## config.mk

```make
export PLATFORM = sky130hd
export DESIGN_NAME = icache_miss_ctrl
export DESIGN_NICKNAME = d
export VERILOG_FILES = /design/src/rtl/icache_miss_ctrl.sv
export SDC_FILE = /design/constraint.sdc
export NUM_CORES = 1
export LEC_CHECK = 0
export ABC_CLOCK_PERIOD_IN_PS = 9880
export CAP_MARGIN = 15
export CORE_UTILIZATION = 60
export CTS_BUF_LIST = sky130_fd_sc_hd__clkbuf_4 sky130_fd_sc_hd__clkbuf_8 sky130_fd_sc_hd__clkbuf_16
export DETAILED_ROUTE_END_ITERATION = 12
export PLACE_DENSITY = 0.9
export REMOVE_ABC_BUFFERS = 1
export SLEW_MARGIN = 0
export SYNTH_ARGS = -nofsm -noshare
export SYNTH_HDL_FRONTEND = slang
export SYNTH_SLANG_ARGS = --single-unit
export TNS_END_PERCENT = 5
```

## constraint.sdc

```tcl
create_clock -name clk -period 9.88 [get_ports clk]
set_input_delay 2.964 -clock clk [delete_from_list [all_inputs] [get_ports clk]]
set_output_delay 2.964 -clock clk [all_outputs]
set_load 0.01 [all_outputs]
```

## src/rtl/icache_miss_ctrl.sv

```systemverilog
// rtl/icache_miss_ctrl.sv - instruction cache miss controller: valid/victim state, refill FSM, flush
module icache_miss_ctrl #(
  parameter int TAG_WIDTH = 7,
  parameter int NUM_WAY   = 2,
  parameter int WAY_DEPTH = 1,
  parameter int SET_DEPTH = 5
) (
  input  logic                           clk,
  input  logic                           rst,
  input  logic                           lookup_valid_i,
  input  logic [SET_DEPTH-1:0]           lookup_set_i,
  input  logic [TAG_WIDTH-1:0]           lookup_tag_i,
  input  logic                           cache_hit_i,
  output logic [NUM_WAY-1:0]             way_valid_o,
  output logic                           stall_o,
  output logic                           mem_req_valid_o,
  input  logic                           mem_req_ready_i,
  output logic [TAG_WIDTH+SET_DEPTH-1:0] mem_req_addr_o,
  input  logic                           mem_rsp_valid_i,
  output logic                           tag_wr_en_o,
  output logic [SET_DEPTH-1:0]           tag_wr_set_o,
  output logic [WAY_DEPTH-1:0]           tag_wr_way_o,
  output logic [TAG_WIDTH-1:0]           tag_wr_tag_o,
  input  logic                           invalidate_i
);

  localparam int NUM_SET = 2 ** SET_DEPTH;

  typedef enum logic [1:0] {
    S_IDLE,
    S_REQ,
    S_WAIT,
    S_FILL
  } state_t;

  state_t state_q, state_d;

  logic [NUM_WAY-1:0]   valid_q [NUM_SET];
  logic [WAY_DEPTH-1:0] ptr_q   [NUM_SET];
  logic [SET_DEPTH-1:0] set_q;
  logic [TAG_WIDTH-1:0] tag_q;
  logic [WAY_DEPTH-1:0] victim_q;
  logic                 flush_pend_q;

  logic [NUM_WAY-1:0]   lookup_bits;
  logic [WAY_DEPTH-1:0] victim_d;
  logic [WAY_DEPTH-1:0] victim_next;
  logic                 miss_start;

  assign lookup_bits     = valid_q[lookup_set_i];
  assign way_valid_o     = lookup_bits;
  assign miss_start      = (state_q == S_IDLE) && lookup_valid_i && !cache_hit_i && !invalidate_i;
  assign mem_req_addr_o  = {tag_q, set_q};
  assign tag_wr_set_o    = set_q;
  assign tag_wr_way_o    = victim_q;
  assign tag_wr_tag_o    = tag_q;
  assign victim_next     = (victim_q == WAY_DEPTH'(NUM_WAY - 1)) ? '0 : victim_q + WAY_DEPTH'(1);

  // Victim: lowest-index invalid way of the looked-up set, else its round-robin pointer
  always_comb begin
    victim_d = ptr_q[lookup_set_i];
    for (int w = NUM_WAY - 1; w >= 0; w--) begin
      if (!lookup_bits[w]) victim_d = WAY_DEPTH'(w);
    end
  end

  // Next-state and per-state outputs
  always_comb begin
    state_d         = state_q;
    stall_o         = 1'b0;
    mem_req_valid_o = 1'b0;
    tag_wr_en_o     = 1'b0;
    case (state_q)
      S_IDLE: begin
        stall_o = lookup_valid_i && (!cache_hit_i || invalidate_i);
        if (miss_start) state_d = S_REQ;
      end
      S_REQ: begin
        stall_o         = 1'b1;
        mem_req_valid_o = 1'b1;
        if (mem_req_ready_i) state_d = S_WAIT;
      end
      S_WAIT: begin
        stall_o = 1'b1;
        if (mem_rsp_valid_i) state_d = S_FILL;
      end
      S_FILL: begin
        stall_o     = 1'b1;
        tag_wr_en_o = 1'b1;
        state_d     = S_IDLE;
      end
      default: state_d = S_IDLE;
    endcase
  end

  // State register; reset aborts any refill in flight
  always_ff @(posedge clk or posedge rst) begin
    if (rst) state_q <= S_IDLE;
    else     state_q <= state_d;
  end

  // Capture the missing line and its chosen victim when a miss is accepted
  always_ff @(posedge clk or posedge rst) begin
    if (rst) begin
      set_q    <= '0;
      tag_q    <= '0;
      victim_q <= '0;
    end else if (miss_start) begin
      set_q    <= lookup_set_i;
      tag_q    <= lookup_tag_i;
      victim_q <= victim_d;
    end
  end

  // Valid bits, victim pointers and deferred flush; a flush during a refill lands after the fill
  always_ff @(posedge clk or posedge rst) begin
    if (rst) begin
      for (int s = 0; s < NUM_SET; s++) begin
        valid_q[s] <= '0;
        ptr_q[s]   <= '0;
      end
      flush_pend_q <= 1'b0;
    end else begin
      if ((state_q != S_IDLE) && invalidate_i) flush_pend_q <= 1'b1;
      if (state_q == S_FILL) begin
        valid_q[set_q][victim_q] <= 1'b1;
        if (victim_q == ptr_q[set_q]) ptr_q[set_q] <= victim_next;
        if (flush_pend_q || invalidate_i) begin
          for (int s = 0; s < NUM_SET; s++) valid_q[s] <= '0;
        end
        flush_pend_q <= 1'b0;
      end else if ((state_q == S_IDLE) && invalidate_i) begin
        for (int s = 0; s < NUM_SET; s++) valid_q[s] <= '0;
      end
    end
  end

endmodule

```

==> out/summary.md, run 1 <==
The run finished with clean final reports. The worst pin sits at a relative slew slack of 25.6%. The tools report the number of global-route vias before repair as 4631.

The count of cell types in the netlist is 53, and the power density over the cells is 225 mW/mm^2. The logs give 6920 ps for the data required time of the worst path and 62.6% for the starting density of the core. The worst clock skew is 12.0 ps, and the number of antenna cells inserted is 0.

The initial antenna violation count was 0. Of the cells placed in the final design, the portion with a size suffix greater than 1 is 10.5%. The count of nets left with antenna violations once routing finished came out at 0. The routed design has 14.9 mm of wire. The root buffer cell chosen for the clock tree is sky130_fd_sc_hd__clkbuf_8. Buffers inserted during clock tree synthesis total 9. In the synthesized netlist the dominant register cell turns out to be sky130_fd_sc_hd__dfrtp_1. After clock tree synthesis, the flow added hold-fix buffers numbering 0. The tools report the number of placed instances, taps included as 696.

At the end of the flow the core is filled with cells to 69.1%. TritonCTS built the clock tree. I/O pin count: 49. The summed negative setup slack over all endpoints was 0 ps. The run gives 390 ps as the clock latency on the worst-skew pair. The Yosys step of the flow raised 0 warnings.

The congestion estimate from routability-driven global placement came to 0.991. In the final layout, the multi-input gates occupy 0.00274 mm^2. Timing analysis after detailed placement gives a worst setup slack of 1430 ps. The leakage power total is 2.73 nW. The number of buffers between clock root and the deepest sink came out at 2. Yosys attributes the largest share of cell area to sky130_fd_sc_hd__dfrtp_1 48%, sky130_fd_sc_hd__mux2i_1 6.5%, sky130_fd_sc_hd__nand2_1 4.8%. In this run the cell area measured after placement is 0.00624 mm^2. The buffer count from post-CTS setup fixing is 0, and the fraction of the cycle the final worst path needs is 86.1%. The synthesized design spends more area on one cell type than any other, namely sky130_fd_sc_hd__dfrtp_1.

The synthesized instance count is 567, and the peak fanout along the critical path is 19. The standard cell core area was 0.00933 mm^2; the row count was 35. The worst endpoint data arrival time was 5540 ps; the post-CTS clock slew at the launch and capture registers of the worst setup and hold paths was 110 ps. The critical path is of the input port to output port type.

The overall via count from detail_route was 4724. After the first detailed-routing iteration, the DRC count stood at 454. The maximum operating frequency came out at 0.118 GHz.

The run gives 712 as the final cell count without fillers. The mean routed wirelength per cell works out to 21.0 um. The count of fill cells added during filler insertion was 687. Counting flops and latches in the post-synthesis netlist gives 112. The count of buffers from port buffering was 48; the maximum level of the CTS H-tree was 3. The time the final worst path needs with I/O delays and setup works out to 8510 ps. The detailed-route vias per instance was 6.63.

In this run the biggest area consumer among cell types represents 48.0% of the synthesized area. At the pin with the least slew margin, the transition time is 1120 ps. The first global-routing pass estimated 23.7 mm of wire. Total clock sinks: 112. Across all setup checks in the final design, the least slack found is 1370 ps. The worst hold slack is 498 ps. The number of enable-type register cells in the synthesized netlist was 0. Setup repair after global routing left no endpoint under its margin. For the design area, the log shows 0.00644 mm^2. STA classifies the critical path startpoint as an input port. The floorplan step set the die height to 101 um. The count of max-cap constraint violations is 0, and the combined flip-flop and latch cell area is 0.00280 mm^2.

The total count of hold-check failures in the final report was 0. The run gives 48.0% as the part of the Yosys area used for sequential elements. The horizontal die dimension was 101 um; the layout net count was 601. Across every metal layer, demand over resource in global routing totals 30.9%. The aggregate global routing overflow was 0. The post-cts resize count came out at 0. Summing internal, switching and leakage power gives 1.45 mW. The path class of the tightest hold or removal check is register to register. After synthesis, the mean cell area works out to 10.3 um^2. Area growth from synthesis to layout: 10.4%. The final count of pins violating max slew was 0.

Endpoint class of the critical path: an output port. Setup violations remaining at the end of the flow were counted as 0. After synthesis, the share of flip-flops with an asynchronous set or reset is 100%. The highest ir drop seen on vdd is 0.115 mV, and the combined area of all synthesized cells is 0.00584 mm^2. Half-perimeter wire length after placement: 10.1 mm. The die covers 0.0101 mm^2.

The number of DRC violations after detailed routing is 0. Entering global routing, the biggest net connects 65 pins. The first detailed-routing pass ran for 5 iterations.
## Yosys cell counts (3+ instances only)
cell,count
sky130_fd_sc_hd__a21oi_1,52
sky130_fd_sc_hd__a21oi_2,16
sky130_fd_sc_hd__a221oi_1,3
sky130_fd_sc_hd__a22o_1,18
sky130_fd_sc_hd__a22oi_1,7
sky130_fd_sc_hd__a22oi_2,3
sky130_fd_sc_hd__a31oi_1,5
sky130_fd_sc_hd__and3_1,5
sky130_fd_sc_hd__buf_1,6
sky130_fd_sc_hd__buf_2,9
sky130_fd_sc_hd__buf_4,12
sky130_fd_sc_hd__clkbuf_1,22
sky130_fd_sc_hd__dfrtp_1,112
sky130_fd_sc_hd__ha_1,4
sky130_fd_sc_hd__inv_1,7
sky130_fd_sc_hd__mux2_1,13
sky130_fd_sc_hd__mux2i_1,38
sky130_fd_sc_hd__mux4_2,10
sky130_fd_sc_hd__nand2_1,75
sky130_fd_sc_hd__nand3_1,11
sky130_fd_sc_hd__nor2_1,8
sky130_fd_sc_hd__nor2_4,3
sky130_fd_sc_hd__nor2b_1,10
sky130_fd_sc_hd__o21ai_0,34
sky130_fd_sc_hd__o21ai_1,48
sky130_fd_sc_hd__or2_1,3
## state kept, by name (all words and copies together), names as in the netlist
name          flops
tag_wr_way_o      1
valid_q          64
state_q           2
ptr_q            32
tag_wr_set_o      5
tag_wr_tag_o      7
flush_pend_q      1
## cell usage in the layout, fill, tap and decap left out, drive strengths merged, types with 2 or more instances in the layout
cell type	count
a2111oi	2
a21oi	68
a221oi	3
a22o	18
a22oi	10
a31oi	5
and2	2
and3	5
buf	5
clkbuf	9
clkdlybuf4s50	47
clkinv	2
dfrtp	112
ha	4
inv	12
mux2	13
mux2i	38
mux4	12
nand2	75
nand2b	2
nand3	11
nand4	2
nor2	14
nor2b	10
nor3	2
nor3b	2
o21ai	82
or2	3
## layout make-up
class | instances | area share (%)
repair buffers | 52 | 7.85
flip-flops and latches | 112 | 43.5
clock inverters | 7 | 1.26
multi-input cells | 396 | 42.5
inverters | 7 | 0.447
clock buffers | 9 | 1.92
well taps | 129 | 2.51
## cells by family after synthesis
family,synth area share (%)
AOI/OAI and AO/OA,20.3
and+or+nand+nor,12.0
DFF,48.0
muxes,13.8
buffers and inverters,5.04
adders and majority gates,0.858
## final timing paths
| check | start | end | slack, ps | cells after the start |
|---|---|---|---|---|
| hold reg to reg | valid_q[3] | valid_q[3] | 500 | 2 |
| hold / removal | valid_q[3] | valid_q[3] | 500 | 2 |
| min in group asynchronous | rst | ptr_q[22] | 3020 | 2 |
| max in group asynchronous | rst | valid_q[3] | 5660 | 3 |
| setup / recovery | lookup_set_i[0] | way_valid_o[1] | 1370 | 7 |
| setup reg to reg | tag_wr_set_o[0] | ptr_q[15] | 7100 | 6 |
## critical path: stages
cell	delay [ps]
sky130_fd_sc_hd__clkdlybuf4s50_1	930
sky130_fd_sc_hd__nor2b_1	570
sky130_fd_sc_hd__a22o_1	220
sky130_fd_sc_hd__a21oi_1	40
sky130_fd_sc_hd__a21oi_1	170
sky130_fd_sc_hd__nand3_1	140
sky130_fd_sc_hd__clkdlybuf4s50_1	510
## power by group
group / internal [mW] / switching [mW]
Combinational: 0.222 / 0.330
Sequential: 0.516 / 0.0989
Clock: 0.102 / 0.179
## layer usage
metal	GRT usage [%]	vias to the layer above	routed length, um
met2	50.5	275	7360
met3	5.06	60	1220
met5	0	-	0
met1	39.1	2312	5720
li1	-	2077	-
met4	17.9	0	619
Note: power is estimated with default switching activity, not from simulation.
==> run 2, diff against run 1 <==
REMOVE_ABC_BUFFERS = default   (was 1)
==> run 2 against run 1 <==
Net effect: final cell count unchanged; design area decreased by 0.14%; combinational power is 1% higher; clock skew rose by 3.7 ps; non-clock buffer count did not move; critical path depth unchanged; wire length is 0.44% higher; count of clock-buffer cells in the layout stayed put; sequential share of layout area grew 0.059 points; hold slack worse by 4.4 ps; largest power group unchanged.
==> out/summary.md, run 2 (synthesis gave the netlist of run 1 again) <==
Source of the critical timing path: lookup_set_i[0]. The run gives 0 as the buffer count from post-CTS setup fixing. The number of clock buffers added by TritonCTS is 9. The first TritonRoute pass finished after 6 iterations. The worst-case register-to-register setup slack was 7090 ps. The time the final worst path needs with I/O delays and setup is 8570 ps.

Setup repair after global routing left no endpoint under its margin. Worst-margin pin slew: 1140 ps. The logs give 0.248 mV for the highest ir drop seen on vdd and 3 for the maximum level of the CTS H-tree. Between clock sinks in the finished design, the worst skew comes to 15.7 ps. For the largest net degree at the start of global routing, the log shows 85. Across all hold checks on the routed design, the worst slack comes to 493 ps. Dividing the detail-routed wire length by the instance count gives 21.1 um. TritonCTS built the clock tree. The critical path crosses 7 cells after its start point.

The total count of hold-check failures in the final report came out at 0. The clock passes through at most 2 buffers. The type of the worst setup path was input port to output port. The summed negative setup slack over all endpoints is 0 ps. The number of global-route vias before repair was 4752; the area growth from synthesis to layout was 10.2%. In this design, the critical path's most frequently occurring cell is sky130_fd_sc_hd__clkdlybuf4s50_1. In this run the tightest slew margin relative to its limit is 24.2%. Largest register by flop count: valid_q.

The class of the tightest hold or removal check was register to register. The endpoint identified for the worst register-to-register timing path is ptr_q[7]. The tools report the worst setup path endpoint as way_valid_o[1].

The worst setup path is launched from an input port. The count of buffers from port buffering works out to 48. After clock tree synthesis, the clock-pin slew on the worst setup and hold paths is 100 ps. When the netlist entered floorplanning its net count stood at 590.

For the initial antenna violation count, the log shows 0. The clock latency on the worst-skew pair is 390 ps, and the total of endpoints with negative setup slack in the final report is 0. The buffer and inverter count on the worst path is 2. From bottom edge to top edge, the die measures 101 um.

Detailed routing inserted a total of 4888 vias. For the worst slack at placement, the log shows 1510 ps. The power density over the cells is 225 mW/mm^2, and the placed cell area is 0.00624 mm^2. Routability-driven placement finished with a final weighted congestion of 0.932. The tools report the worst endpoint data arrival time as 5610 ps.

Dominant delay contributor by cell family on the critical path: buffers and inverters. The total clock sinks is 112, and the maximum operating frequency is 0.117 GHz. The cell with the largest stage delay on the worst path was sky130_fd_sc_hd__clkdlybuf4s50_1. The number of flip-flops in the largest register is 64. The share of post-route cells with drive strength above 1 was 10.5%; the design area was 0.00643 mm^2.

Of all nets on the critical path, the largest fanout is 19. The logs give 0 for the number of DRC violations after detailed routing and 1310 ps for the final critical-path setup slack. Summed over all layers, the routed wires come to 15.0 mm.

The tool flagged a number of max-cap violations equal to 0. The tools report the cell at the root of the clock tree as sky130_fd_sc_hd__clkbuf_8. The number of antenna diodes in the final layout is 0. The core region is 0.00933 mm^2. Row count: 35. Walking the worst path, the cells encountered are clkdlybuf4s50_1 > nor2b_1 > a22o_1 > nor4_1 > a21oi_1 > nand3_1 > clkdlybuf4s50_1. The analysis attributes to cell leakage a power of 2.72 nW. Data on the critical path is required at its endpoint by 6920 ps.

The count of nets left with antenna violations once routing finished came out at 0. Leaving out fill and tap cells, the most frequent cells in the layout are 112 x sky130_fd_sc_hd__dfrtp_1, 75 x sky130_fd_sc_hd__nand2_1, 52 x sky130_fd_sc_hd__a21oi_1. For the overall routing resource usage, the log shows 32.9%.

The hold-fix buffer count after cts is 0. The library cell used most frequently in the layout, excluding fill and tap cells, is sky130_fd_sc_hd__dfrtp_1. For this configuration, the core starts out at a cell density of 62.6%. After detailed routing, the number of vias per cell comes to 6.87. The total overflow left after global routing is 0. Full die area: 0.0101 mm^2.

The largest single stage delay on the critical path is 910 ps. The number of cells on the worst reg-to-reg path is 6. 49 I/O pins were placed.

The design draws 1.45 mW. The detailed router's first-iteration violation count was 590. The final count of pins violating max slew was 0; the wire length of the first global-routing pass was 25.0 mm. The net count of the finished layout is 601. The run finished with clean final reports. The layout has 628 filler cells.

The endpoint class of the critical path was an output port. Reg-to-reg startpoint: tag_wr_set_o[0]. The tools report the half-perimeter wire length after placement as 9.81 mm. Of the available clock period, the critical path in the final layout requires 86.7%.

The floorplan step set the die width to 101 um. Post-CTS repair changed the size of 0 cells.
==> run 2: cell types whose count changed in the layout (fill, tap and decap cells not counted), sizes merged <==
| cell | previous run | this run |
|---|---|---|
| clkinv | 2 | 1 |
| clkinvlp | 0 | 1 |
==> run 2: worst min-delay path by stage <==
stage	depth (start not counted)	slack (ps)	end	start
floorplan	2	450	valid_q[10]	valid_q[10]
global placement	2	470	valid_q[5]	valid_q[5]
detailed placement	2	470	valid_q[43]	valid_q[43]
CTS	2	500	valid_q[10]	valid_q[10]
global route	2	520	valid_q[26]	valid_q[26]
finish	2	490	valid_q[43]	valid_q[43]
==> run 2: layer usage <==
metal | up-vias | share of wire [%] | global-route usage (%) | routed length, um
li1 | 2063 | - | - | -
met1 | 2367 | 38 | 44.1 | 5750
met2 | 383 | 47 | 49.9 | 7110
met3 | 75 | 10 | 9.02 | 1550
met4 | 0 | 3.9 | 15.6 | 584
met5 | - | 0 | 0 | 0
==> run 2: worst reg2reg max path, stage by stage (launching register included) <==
cell	delay, ps
sky130_fd_sc_hd__dfrtp_1	840
sky130_fd_sc_hd__mux4_1	650
sky130_fd_sc_hd__a22oi_1	290
sky130_fd_sc_hd__nand4_4	250
sky130_fd_sc_hd__nor2_4	300
sky130_fd_sc_hd__a21oi_1	140
sky130_fd_sc_hd__a21oi_1	220
==> run 2: area by class of cell <==
type | count | area, um^2 | area share (%)
clock buffers | 9 | 124 | 1.93
clock inverters | 7 | 72.6 | 1.13
inverters | 7 | 28.8 | 0.447
multi-input cells | 396 | 2740 | 42.6
flip-flops and latches | 112 | 2800 | 43.6
well taps | 129 | 161 | 2.51
repair buffers | 52 | 505 | 7.86
==> run 2: power breakdown <==
part           switching, mW  internal (mW)  leakage, nW
Clock                  0.173          0.100       0.0974
Sequential             0.102          0.516         1.53
Combinational          0.337          0.222         1.09
Total                  0.612          0.839         2.72
==> run 2: per-stage QoR <==
stage                     utilization, %  instances
after CTS                           69.0        712
after global routing                69.0        712
after global placement              66.9        696
final                               69.0        712
after floorplan                        -        567
after detailed placement            66.9        696
